===== src/rtl/branch_resolve_unit.sv =====
// Branch resolve unit.
// Evaluates an 8-way branch condition on two forwarded operands and registers
// the outcome in a one-entry valid/stall result stage. Keeps a PC-indexed table
// of 2-bit saturating predictor counters that is trained by retiring results.
// Also counts resolved branches and mispredicts.
module branch_resolve_unit #(
  parameter int WIDTH    = 32,
  parameter int IDX_BITS = 6,
  parameter int PC_W     = 32
) (
  input  logic              clk,
  input  logic              reset_n,
  input  logic [PC_W-1:0]   lookup_pc,
  output logic              lookup_taken,
  input  logic              req_valid,
  output logic              req_ready,
  input  logic [2:0]        req_cond,
  input  logic [WIDTH-1:0]  req_a,
  input  logic [WIDTH-1:0]  req_b,
  input  logic [PC_W-1:0]   req_pc,
  input  logic              req_pred,
  input  logic              stall,
  input  logic              flush,
  output logic              res_valid,
  output logic              res_taken,
  output logic              res_mispredict,
  output logic [PC_W-1:0]   res_pc,
  output logic [31:0]       br_count,
  output logic [31:0]       mispred_count
);

  localparam int DEPTH = 2 ** IDX_BITS;

  typedef enum logic [2:0] {
    COND_BEQ  = 3'd0,
    COND_BNE  = 3'd1,
    COND_BLEZ = 3'd2,
    COND_BGEZ = 3'd3,
    COND_BGTZ = 3'd4,
    COND_BLTZ = 3'd5,
    COND_BLT  = 3'd6,
    COND_BLTU = 3'd7
  } cond_e;

  // Counters power up weakly not taken.
  localparam logic [1:0] CTR_INIT = 2'b01;

  // Resolve the branch condition. Codes 2-5 compare a against zero only.
  function automatic logic eval_cond(input logic [2:0] cond,
                                     input logic [WIDTH-1:0] a,
                                     input logic [WIDTH-1:0] b);
    logic a_zero;
    logic a_neg;
    logic taken;
    a_zero = (a == '0);
    a_neg  = a[WIDTH-1];
    case (cond_e'(cond))
      COND_BEQ:  taken = (a == b);
      COND_BNE:  taken = (a != b);
      COND_BLEZ: taken = a_neg | a_zero;
      COND_BGEZ: taken = !a_neg;
      COND_BGTZ: taken = !a_neg & !a_zero;
      COND_BLTZ: taken = a_neg;
      COND_BLT:  taken = ($signed(a) < $signed(b));
      COND_BLTU: taken = (a < b);
      default:   taken = 1'b0;
    endcase
    return taken;
  endfunction

  logic [1:0]          ctr [DEPTH];
  logic [IDX_BITS-1:0] lookup_idx;
  logic [IDX_BITS-1:0] res_idx;
  logic                req_taken;
  logic                accept;
  logic                retire;

  // Word-offset and upper PC bits do not take part in indexing.
  logic unused_lookup_bits;
  assign unused_lookup_bits = ^{lookup_pc[PC_W-1:IDX_BITS+2], lookup_pc[1:0]};

  assign lookup_idx = lookup_pc[IDX_BITS+1:2];
  assign res_idx    = res_pc[IDX_BITS+1:2];
  assign req_taken  = eval_cond(req_cond, req_a, req_b);

  // The stage can take a request when empty, draining, or being flushed.
  assign req_ready = !res_valid | !stall | flush;
  assign accept    = req_valid & req_ready;
  assign retire    = res_valid & !stall & !flush;

  // Reading the register array before the edge gives the pre-update value on
  // a lookup/update collision.
  assign lookup_taken = ctr[lookup_idx][1];

  // Result stage: load on accept, hold while stalled, otherwise drain.
  // NOTE: sequential state uses non-blocking assignments so every register
  // samples the pre-edge values, independent of statement order.
  always_ff @(posedge clk or negedge reset_n) begin
    if (!reset_n) begin
      res_valid      <= 1'b0;
      res_taken      <= 1'b0;
      res_mispredict <= 1'b0;
      res_pc         <= '0;
    end else if (accept) begin
      res_valid      <= 1'b1;
      res_taken      <= req_taken;
      res_mispredict <= (req_taken != req_pred);
      res_pc         <= req_pc;
    end else if (flush || !stall) begin
      // Payload keeps its last value; only occupancy drops.
      res_valid      <= 1'b0;
    end
  end

  // Predictor training: only a retiring result moves its counter.
  // NOTE: the table is small and must read weakly-not-taken straight out of
  // reset, so every entry is reset rather than mapped onto a RAM macro.
  always_ff @(posedge clk or negedge reset_n) begin
    if (!reset_n) begin
      for (int i = 0; i < DEPTH; i++) begin
        ctr[i] <= CTR_INIT;
      end
    end else if (retire) begin
      if (res_taken) begin
        if (ctr[res_idx] != 2'b11) ctr[res_idx] <= ctr[res_idx] + 2'd1;
      end else begin
        if (ctr[res_idx] != 2'b00) ctr[res_idx] <= ctr[res_idx] - 2'd1;
      end
    end
  end

  // Performance counters advance on retire and wrap naturally.
  always_ff @(posedge clk or negedge reset_n) begin
    if (!reset_n) begin
      br_count      <= '0;
      mispred_count <= '0;
    end else if (retire) begin
      br_count <= br_count + 32'd1;
      if (res_mispredict) mispred_count <= mispred_count + 32'd1;
    end
  end

endmodule


===== config.mk =====
export PLATFORM = sky130hd
export DESIGN_NAME = branch_resolve_unit
export DESIGN_NICKNAME = d
export VERILOG_FILES = /design/src/rtl/branch_resolve_unit.sv
export SDC_FILE = /design/constraint.sdc
export NUM_CORES = 1
export LEC_CHECK = 0
export ABC_AREA = 1
export ABC_CLOCK_PERIOD_IN_PS = 2600
export CORE_ASPECT_RATIO = 1.4
export CORE_MARGIN = 1.5
export CORE_UTILIZATION = 48
export CTS_CLUSTER_SIZE = 28
export DETAILED_ROUTE_END_ITERATION = 16
export PLACE_DENSITY_LB_ADDON = 0.05
export SLEW_MARGIN = 20
export SYNTH_ARGS = -nofsm -noshare
export SYNTH_HDL_FRONTEND = slang
export SYNTH_SLANG_ARGS = --single-unit

===== constraint.sdc =====
create_clock -name clk -period 2.6 [get_ports clk]
set_input_delay 0.52 -clock clk [delete_from_list [all_inputs] [get_ports clk]]
set_output_delay 0.52 -clock clk [all_outputs]
set_load 0.02 [all_outputs]

Word level (Yosys, flattened, before mapping)
Index checks and enable logic that the tools add are counted.
- register bits after elaboration: 227
- output and inout port bits: 101
- input port bits: 137
- word-level logic and storage cells: 130
- muxes and demuxes: 16
- $add $sub $neg: 4
- equality and inequality tests: 12
- reduce and logical (&&, ||, !) cells: 14
- bitwise operators: 9
- order comparisons: 5
- operators with widths (kind ; count):
    2-to-1 mux 128 bit ; 3
    bitwise mux 128 bit ; 2
    adder 32 x 1 -> 32 bit (second input constant) ; 2
    < comparator 32 bit ; 2
    equality test 32 bit ; 1
    zero test 32 bit ; 1
    inequality test 32 bit ; 1
    binary-select mux 2 bit (select 6 bit) ; 2
    greater-or-equal comparator 7 bit (second input constant) ; 2
    inverter 6 -> 7 bit ; 2
    demux 2 bit (select 6 bit) ; 1
    equality test 3 bit (second input constant) ; 4
    2-to-1 mux 2 bit ; 5
    case mux 1 bit (8 select lines) ; 1
    < comparator 7 x 1 -> 1 bit (second input constant) ; 1
    equality test 3 x 2 -> 1 bit (second input constant) ; 2
    nonzero test 2 bit ; 3
    zero test 1 bit ; 5
    bitwise AND 1 bit ; 4
    equality test 3 x 1 -> 1 bit (second input constant) ; 1
    zero test 3 bit ; 1
    OR 1 bit ; 3
    AND reduction 3 bit ; 1
    adder 2 x 1 -> 2 bit (second input constant) ; 1
    8 further kinds ; 9

Logic depth before layout (Yosys ltp)
Gate-level depths: netlist of the first run.
- depth after elaboration: 8
- depth in mapped cells: 23
- gate-level depth less buffers: 21

Worst setup path before layout of the first run
No wires, ideal clock.
- kind: register to register
- from: register res_pc[3]
- to: register ctr[101] (netlist bit)
- slack: -0.252 ns
- cell stages (with the launch flop): 18
- data arrival time: 2.719 ns
- period minus slack after synthesis: 2.852 ns
- library setup time: 0.133 ns
- data required time: 2.467 ns
- buffers on the path: 4
- path through: dfrtp_1 -> buf_4 -> inv_2 -> nand3_1 -> buf_4 -> o22ai_1 -> nor2_1 -> o211ai_1 -> nand2_1 -> nand2_1 -> nor2_1 -> nand2_1 -> buf_2 -> inv_1 -> ha_1 -> xor2_1 -> clkbuf_1 -> o21ai_0
- word-level cells in the longest chain between the ends: 8
- elaborated cells on any way between the ends: 21
- classes of those cells: add/sub (2); order compare (2); eq/ne (2); mux (10); bitwise (1); reduce/logical (4)
- RTL lines (what ; RTL line ; source):
    start, declared ; 27 ; output logic [PC_W-1:0] res_pc,
    start signal, assigned ; 108 ; res_pc <= req_pc;
    inverter 6 -> 7 bit (implied by the code) (*) ; 125, 127 ;
    binary-select mux 2 bit (select 6 bit), or another cell as far along ; 125, 127 ;
    2-to-1 mux 2 bit (implied by the code) / logical AND 1 bit (equally long branches) ; 125, 127 ;
    2-to-1 mux 2 bit (implied by the code) ; 125, 127 ;
    subtractor 2 x 1 -> 2 bit, or another cell as far along ; 127 ; if (ctr[res_idx] != 2'b00) ctr[res_idx] <= ctr[res_idx] - 2'd1;
    bitwise mux 128 bit, on equally long branches ; 127, 125 ;
    2-to-1 mux 128 bit, on equally long branches ; 127, 125 ;
    2-to-1 mux 128 bit ; 124 ; if (res_taken) begin
    end signal, assigned by index ; 121 ; ctr[i] <= CTR_INIT;
    end, declared ; 71 ; logic [1:0] ctr [DEPTH];
Every way passes the cells marked *; elsewhere a longest branch is shown, timed or not. The select of a mux whose other input is x is not followed.
A chain may end at the register's enable or synchronous reset.

==> results by group, run 1 <==
Pwr
  – Leak: 0.00826 uW
  – Cell area power density: roughly 620 nW/um2
  – IR Drop Worst-Case VDD: 0.693 mV
  – Post-layout total power: 11,000 uW

Logic synthesis
  – Post-synthesis net count: 1,780
  – Cell area after synthesis: 12,300 um2
  – Synth top area share: 0.331
  – Post-synthesis share of cell area spent on full adders, half adders and majority gates: 0.0365
  – Cell accounting for the most synthesized area: sky130_fd_sc_hd__dfrtp_1
  – Sequential cell area fraction in the yosys report: 0.467
  – Mean area per synthesized cell: 7.67 um2
  – Most used flip-flop cell after synthesis: sky130_fd_sc_hd__dfrtp_1
  – XOR/XNOR Fraction of Synth Area: 0.0440
  – #FFs+latches synth: 227
  – Warnings, synthesis: 0
  – Post-synth EDFFs: 0
  – Mapped Cells: roughly 1,600
  – Synthesized-area fraction occupied by ao, oa, aoi and oai cells: 0.0990
  – Fraction of registers with async set/reset: 1.00
  – Dominant combinational cell family by area after synthesis: simple AND/OR/NAND/NOR gates
  – Count of cell types in the netlist: 46
  – Leading post-synthesis cells by instance count: 521 x sky130_fd_sc_hd__nand2_1, 204 x sky130_fd_sc_hd__nor2_1, 199 x sky130_fd_sc_hd__inv_1, 163 x sky130_fd_sc_hd__dfrtp_1, 121 x sky130_fd_sc_hd__o21ai_0
  – Leading post-synthesis cells by cell area: sky130_fd_sc_hd__dfrtp_1 33%, sky130_fd_sc_hd__nand2_1 16%, sky130_fd_sc_hd__dfstp_2 14%, sky130_fd_sc_hd__nor2_1 6.2%, sky130_fd_sc_hd__inv_1 6.1%
  – Most used standard cell by instance count after synthesis: sky130_fd_sc_hd__nand2_1
  – Post-synthesis mux area share: 0.00173
  – Basic-gate share of the synthesized area counting and, or, nand and nor cells: 0.273

Timing
  – Share of the cycle needed by the critical path after routing: 1.24
  – RSZ-0062 raised after global routing: true
  – Number of hold-slack violations in the final timing report: 0
  – Slew at the pin with the worst max-slew slack: between 0.7 and 0.8 ns
  – Number of setup violations in the final report: ~130
  – Setup Skew: 0.0176 ns
  – Hold slack: 0.462 ns
  – Worst slew margin: 0.530
  – Worst-case setup margin in the final layout: -0.629 ns
  – Total Neg Setup Slack: -72.54 ns
  – Count of pins over their slew limit: 0
  – Final critical-path required period: 3.23 ns
  – Highest Clock Rate: approximately 310 MHz

Layout
  – Final Net Count: 2,174
  – Final standard cell area without fillers: ~18,000 um2
  – Fraction of layout cells with a size suffix above 1: 0.238
  – Diode insertion count for antenna repair: 0
  – Area growth syn-to-layout: 44.9%

Floorplanning
  – Die outline area: 26,700 um2
  – Effective utilization at floorplan: 0.487
  – Vertical die dimension: 193 um
  – Chip width: 138 um
  – Total number of placement rows: slightly below 70
  – Number of primary I/O pins: 238
  – Floorplan core area: 25,300 um2

Status
  – Run status: finished with violations
  – Violated checks: negative setup slack

Placed design
  – Total placed instance area: roughly 16,000 um2
  – GPL Wtd Cong: 0.955
  – HPWL reported at the end of detailed placement: 28.5 mm
  – Number of I/O port buffers: 211

Clock network
  – H-tree level count: 1
  – Master cell of the clock root buffer: sky130_fd_sc_hd__clkbuf_16
  – TritonCTS clock tree: done
  – Maximum clock insertion buffer count: 3
  – Clock-pin slew reported for the worst setup and hold paths after clock tree synthesis: roughly 0.06 ns
  – Number of clock buffers inserted by TritonCTS: 24
  – Latest clock arrival within the worst-skew pair: ~0.53 ns
  – TritonCTS sink count: about 230

Global route
  – Vias in the first global route: 12,300
  – GRT Overall Usage: 0.290
  – Largest net degree at the start of global routing: about 70
  – Wire length of the first global-routing pass: 61.9 mm
  – Gr ovfl total: 0
  – Antenna violations before repair: 0

Min path
  – Class of the tightest hold or removal check: reg -> reg
  – Hold path depth: 2

Detailed routing
  – Number of optimization iterations in the first detailed-route pass: 5
  – Via/cell ratio: 5.24
  – Routed wire length per instance: 16.7 um
  – Count of vias placed by the detailed router: between 10,000 and 15,000
  – Post-detailed-route count of antenna-violating nets: 0
  – Remaining routing DRC violations: 0
  – Final Routed Wirelength: 39.1 mm
  – 1st-iter DRT viols: roughly 670

Critical path
  – Maximum fanout along the worst path: 8
  – Critical path arrival: 3.69 ns
  – Reg2Reg Setup Slack: -0.63 ns
  – Data required time of the worst path: 3.06 ns
  – Worst setup path class: reg -> reg
  – Nature of the critical path startpoint: flop
  – Number of cells on the worst reg-to-reg path: 19
  – Worst reg2reg startpoint: res_pc[4]
  – Endpoint class of the critical path: flop

Flow run
  – Max capacitance violation total: 0
## critical path, stage by stage (launching register included)
cell and delay, ns:
sky130_fd_sc_hd__dfrtp_2 0.50, sky130_fd_sc_hd__buf_4 0.17, sky130_fd_sc_hd__nand3_2 0.18, sky130_fd_sc_hd__inv_1 0.17
sky130_fd_sc_hd__buf_4 0.19, sky130_fd_sc_hd__a22oi_2 0.21, sky130_fd_sc_hd__nand4_1 0.14, sky130_fd_sc_hd__nand2_1 0.08
sky130_fd_sc_hd__nand2_1 0.05, sky130_fd_sc_hd__inv_1 0.06, sky130_fd_sc_hd__nand4_1 0.14, sky130_fd_sc_hd__ha_2 0.23
sky130_fd_sc_hd__mux2i_4 0.23, sky130_fd_sc_hd__nand2_8 0.15, sky130_fd_sc_hd__nor2_4 0.19, sky130_fd_sc_hd__inv_8 0.10
sky130_fd_sc_hd__nor2_4 0.13, sky130_fd_sc_hd__buf_4 0.12, sky130_fd_sc_hd__nand2_1 0.04, sky130_fd_sc_hd__nand2_1 0.08
## final cells by class
type,count,area (um2)
fill,2058,7430
multi-input combinational,1142,6230
sequential,227,5760
timing repair buffer,403,3720
inverter,203,857
clock buffer,31,688
tap,319,399
clock inverter,13,208
## layer usage
layer  up-vias  share of wire  global-route usage
met5         -              0                   0
met4         0          0.046               0.123
met3       119          0.054              0.0333
met2       410           0.52               0.542
met1      5813           0.38               0.337
li1       5914              -                   -
## metrics by stage
step           instances   util  setup slack [ns]
2_1_floorplan       1607      -           -0.0388
6_report            2338  0.706            -0.629
3_5_place_dp        2267  0.636            -0.763
3_3_place_gp        2267  0.636            -0.717
5_1_grt             2338  0.706            -0.761
4_1_cts             2334  0.698            -0.547
## how the worst max path moves through the flow
stage               cells past startpoint         start  slack (ns)            to
finish                                 19     res_pc[4]       -0.63          flop
global route                           20     res_pc[4]       -0.76       ctr[57]
CTS                                    18     res_pc[2]       -0.55        ctr[3]
detailed placement                     19     res_pc[2]       -0.76       ctr[37]
global placement                       10  lookup_pc[2]       -0.72  lookup_taken
floorplan                              22     res_pc[3]       -0.04      ctr[113]
## layout by cell type, fill, tap and decap left out, drive strengths merged, types with 2 or more instances in the layout
cell type	netlist	final
dfrtp	163	163
a21oi	17	17
o21bai	2	2
o22a	2	2
ha	36	36
o211ai	9	9
nand2	521	521
o2111ai	4	4
a221oi	3	3
o22ai	37	37
buf	16	193
a22oi	9	9
clkinvlp	0	10
nor4	11	11
xnor2	18	18
o221ai	2	2
nand4	20	20
or2	2	2
nand3b	2	2
nor3	27	27
a31oi	2	2
clkinv	0	4
o21ai	123	123
inv	203	197
clkdlybuf4s50	0	206
nand3	34	34
o31ai	2	2
dfstp	64	64
bufinv	0	5
nor2	209	209
xor2	44	44
clkbuf	19	33
## logic make-up (layout without fill, tap and decap cells)
logic type	Yosys count	in the layout
flip-flops	227	227
adder cells (fa/ha/maj)	36	36
multiplexers	2	2
XOR/XNOR	62	62
AO/OA/AOI/OAI	214	214
buffers and inverters	238	650
AND/OR/NAND/NOR	828	828
## timing repair
| action | in CTS | in global routing |
|---|---|---|
| buffers inserted | 22 | 3 |
| cloned | 0 | 1 |
| endpoints found under the hold margin | 36 | 0 |
| pin swaps | 31 | 14 |
| resized for setup | 167 | 79 |
| hold buffers | 1 | 0 |
| setup endpoints to repair | 129 | 129 |
## where the power goes
| part | switching (uW) | internal, uW |
|---|---|---|
| Combinational | 1660 | 1220 |
| Sequential | 328 | 3980 |
| Clock | 1490 | 2370 |
| Total | 3480 | 7570 |
(Power assumes the default switching activity.)
==> run 2: changes to the inputs <==
--- a/config.mk
+++ b/config.mk
@@ -6,7 +6,7 @@
 export NUM_CORES = 1
 export LEC_CHECK = 0
 export ABC_AREA = 1
-export ABC_CLOCK_PERIOD_IN_PS = 2600
+export ABC_CLOCK_PERIOD_IN_PS = 2850
 export CORE_ASPECT_RATIO = 1.4
 export CORE_MARGIN = 1.5
 export CORE_UTILIZATION = 48
==> constraint.sdc (replaced) <==
create_clock -name clk -period 2.85 [get_ports clk]
set_input_delay 0.57 -clock clk [delete_from_list [all_inputs] [get_ports clk]]
set_output_delay 0.57 -clock clk [all_outputs]
set_load 0.02 [all_outputs]
==> results by group, run 2 (synthesized netlist as in run 1, its figures left out) <==
Status
  – Violated checks: negative setup slack (unchanged)
  – Run status: finished with violations (unchanged)

Critical path
  – Nature of the critical path startpoint: flop (unchanged)
  – Maximum fanout along the worst path: 8 (unchanged)
  – Critical path arrival: 3.67 ns (was 3.69 ns)
  – Worst setup path class: reg -> reg (unchanged)
  – Endpoint class of the critical path: flop (unchanged)
  – Number of cells on the worst reg-to-reg path: 22 (was 19)
  – Data required time of the worst path: 3.32 ns (was 3.06 ns)

Placed design
  – GPL Wtd Cong: 0.974 (was 0.955)
  – Number of I/O port buffers: 211 (unchanged)
  – HPWL reported at the end of detailed placement: 27.8 mm (was 28.5 mm)
  – Total instance count after detailed placement: 2,205 (was 2,267)

Timing
  – Slew at the pin with the worst max-slew slack: 0.820 ns (was 0.705 ns)
  – Total Neg Setup Slack: -31.65 ns (was -72.54 ns)
  – Number of setup violations in the final report: 128 (unchanged)
  – Worst slew margin: 0.453 (was 0.530)
  – Count of pins over their slew limit: 0 (unchanged)
  – Highest Clock Rate: 313 MHz (was 310 MHz)
  – Number of hold-slack violations in the final timing report: 0 (unchanged)
  – Worst-case setup margin in the final layout: -0.348 ns (was -0.629 ns)
  – Setup Skew: 0.0134 ns (was 0.0176 ns)
  – Share of the cycle needed by the critical path after routing: 1.12 (was 1.24)
  – Final critical-path required period: 3.20 ns (was 3.23 ns)
  – RSZ-0062 raised after global routing: true (unchanged)

Flow run
  – Max capacitance violation total: 0 (unchanged)

Layout
  – Commonest non-fill, non-tap cells in the layout: 506 x sky130_fd_sc_hd__nand2_1, 207 x sky130_fd_sc_hd__clkdlybuf4s50_1, 161 x sky130_fd_sc_hd__dfrtp_1, 134 x sky130_fd_sc_hd__nor2_1, 128 x sky130_fd_sc_hd__inv_1 (was 513 x sky130_fd_sc_hd__nand2_1, 206 x sky130_fd_sc_hd__clkdlybuf4s50_1, 171 x sky130_fd_sc_hd__buf_4, 160 x sky130_fd_sc_hd__dfrtp_1, 145 x sky130_fd_sc_hd__inv_1)
  – Diode insertion count for antenna repair: 0 (unchanged)
  – Final Net Count: 2,112 (was 2,174)
  – Final std cells w/o fill: 2,276 (was 2,338)
  – Area growth syn-to-layout: 40.7% (was 44.9%)
  – Most common cell after layout, fill and taps aside: sky130_fd_sc_hd__nand2_1 (unchanged)
  – Fraction of layout cells with a size suffix above 1: 0.221 (was 0.238)

Detailed routing
  – Via/cell ratio: 5.27 (was 5.24)
  – Remaining routing DRC violations: 0 (unchanged)
  – Count of vias placed by the detailed router: 12,000 (was 12,300)
  – Number of optimization iterations in the first detailed-route pass: 5 (unchanged)
  – Final Routed Wirelength: 38.4 mm (was 39.1 mm)
  – 1st-iter DRT viols: 713 (was 673)
  – Routed wire length per instance: 16.9 um (was 16.7 um)
  – Post-detailed-route count of antenna-violating nets: 0 (unchanged)

Floorplanning
  – Die outline area: 26,700 um2 (unchanged)
  – Total number of placement rows: 69 (unchanged)
  – Effective utilization at floorplan: 0.487 (unchanged)
  – Chip width: 138 um (unchanged)
  – Number of primary I/O pins: 238 (unchanged)
  – Floorplan core area: 25,300 um2 (unchanged)
  – Vertical die dimension: 193 um (unchanged)

Global route
  – Antenna violations before repair: 0 (unchanged)
  – GRT Overall Usage: 0.289 (was 0.290)
  – Wire length of the first global-routing pass: 61.7 mm (was 61.9 mm)
  – Gr ovfl total: 0 (unchanged)
  – Largest net degree at the start of global routing: 65 (was 69)
  – Vias in the first global route: 12,000 (was 12,300)

Pwr
  – Part of the power in registers: 0.417 (was 0.390)
  – Net switching power: 3130 uW (was 3480 uW)
  – Comb pwr share: 0.261 (was 0.260)
  – Clock network fraction of design power: 0.322 (was 0.350)
  – Internal portion of total power: 6350 uW (was 7570 uW)
  – Net Sw Frac: 0.330 (was 0.315)
  – Post-layout total power: 9480 uW (was 11,000 uW)
  – Cell area power density: 547 nW/um2 (was 618 nW/um2)
  – IR Drop Worst-Case VDD: 0.601 mV (was 0.693 mV)
  – Leak: 0.00792 uW (was 0.00826 uW)

Min path
  – Class of the tightest hold or removal check: reg -> reg (unchanged)
  – Hold path depth: 2 (unchanged)

Clock network
  – Clock-pin slew reported for the worst setup and hold paths after clock tree synthesis: 0.06 ns (about the same)
  – TritonCTS clock tree: done (unchanged)
  – TritonCTS sink count: 227 (unchanged)
  – Latest clock arrival within the worst-skew pair: 0.54 ns (was 0.53 ns)
  – H-tree level count: 1 (unchanged)
  – Number of clock buffers inserted by TritonCTS: 24 (unchanged)
  – Master cell of the clock root buffer: sky130_fd_sc_hd__clkbuf_16 (unchanged)
  – Maximum clock insertion buffer count: 3 (unchanged)
[run 2: layout make-up]
class	instances	area, um2
Inverter	203	808
Sequential cell	227	5760
Timing Repair inverter	1	7.51
Multi-Input combinational cell	1142	6250
Clock buffer	30	643
Fill cell	2108	7950
Tap cell	319	399
Clock inverter	14	118
Timing Repair Buffer	340	3350
[run 2: layer usage]
layer,wire (um),part of all wire,global-route usage
met1,15000,0.39,0.342
met2,19400,0.51,0.517
met3,2460,0.064,0.0533
met4,1520,0.040,0.121
met5,0,0,0
[run 2: critical path: stages, from the launching register on]
cell and delay [ns]:
sky130_fd_sc_hd__dfrtp_2 0.46, sky130_fd_sc_hd__buf_6 0.15, sky130_fd_sc_hd__nand3_4 0.08, sky130_fd_sc_hd__buf_12 0.14, sky130_fd_sc_hd__clkinvlp_4 0.23, sky130_fd_sc_hd__nand2_2 0.13, sky130_fd_sc_hd__nand2_1 0.06, sky130_fd_sc_hd__a21oi_1 0.10
sky130_fd_sc_hd__nand3_1 0.10, sky130_fd_sc_hd__nand2_1 0.11, sky130_fd_sc_hd__nand2_1 0.07, sky130_fd_sc_hd__inv_2 0.06, sky130_fd_sc_hd__nand4_1 0.13, sky130_fd_sc_hd__ha_2 0.20, sky130_fd_sc_hd__mux2i_1 0.15, sky130_fd_sc_hd__nand2_2 0.16
sky130_fd_sc_hd__buf_4 0.18, sky130_fd_sc_hd__nor2_4 0.13, sky130_fd_sc_hd__inv_8 0.10, sky130_fd_sc_hd__nor2_4 0.11, sky130_fd_sc_hd__buf_4 0.12, sky130_fd_sc_hd__nand2_1 0.04, sky130_fd_sc_hd__nand2_1 0.09
[run 2: per-stage QoR]
| stage | instance area, um2 | util | setup slack, ns | hold WS (ns) |
|---|---|---|---|---|
| 2_1_floorplan | 12300 | - | 0.0801 | 0.274 |
| 6_report | 17300 | 0.686 | -0.348 | 0.461 |
| 5_1_grt | 17300 | 0.686 | -0.498 | 0.475 |
| 3_3_place_gp | 15600 | 0.616 | -0.540 | 0.452 |
| 3_5_place_dp | 15600 | 0.616 | -0.547 | 0.455 |
| 4_1_cts | 17200 | 0.681 | -0.221 | 0.462 |
[run 2: path summary, 6_finish.rpt]
path | startpoint | to | slack, ns
min | flop | flop | 0.46
min reg2reg | flop | flop | 0.46
max reg2reg | res_pc[2] | flop | -0.35
max in group asynchronous | reset_n | async pin | 1.52
max | res_pc[2] | flop | -0.35
min in group asynchronous | reset_n | ctr[99] | 0.57
[run 2: power groups by stage]
stage / Combinational [uW] / Clock (uW) / Sequential [uW]
finish: 2470 / 3050 / 3960
global route: 2690 / 3230 / 3990
CTS: 2430 / 3120 / 3950
detailed placement: 2250 / 0 / 3990
global placement: 2220 / 0 / 3990
floorplan: 1040 / 0 / 4040
[run 2: repair_timing]
item                                   4_1_cts  5_1_grt
setup buffers                               19        6
endpoints found under the hold margin        2        0
gates cloned                                 0        1
hold buffers                                 1        0
pin swaps                                   27       14
setup endpoints to repair                  129      129
gates resized for setup                    284       36
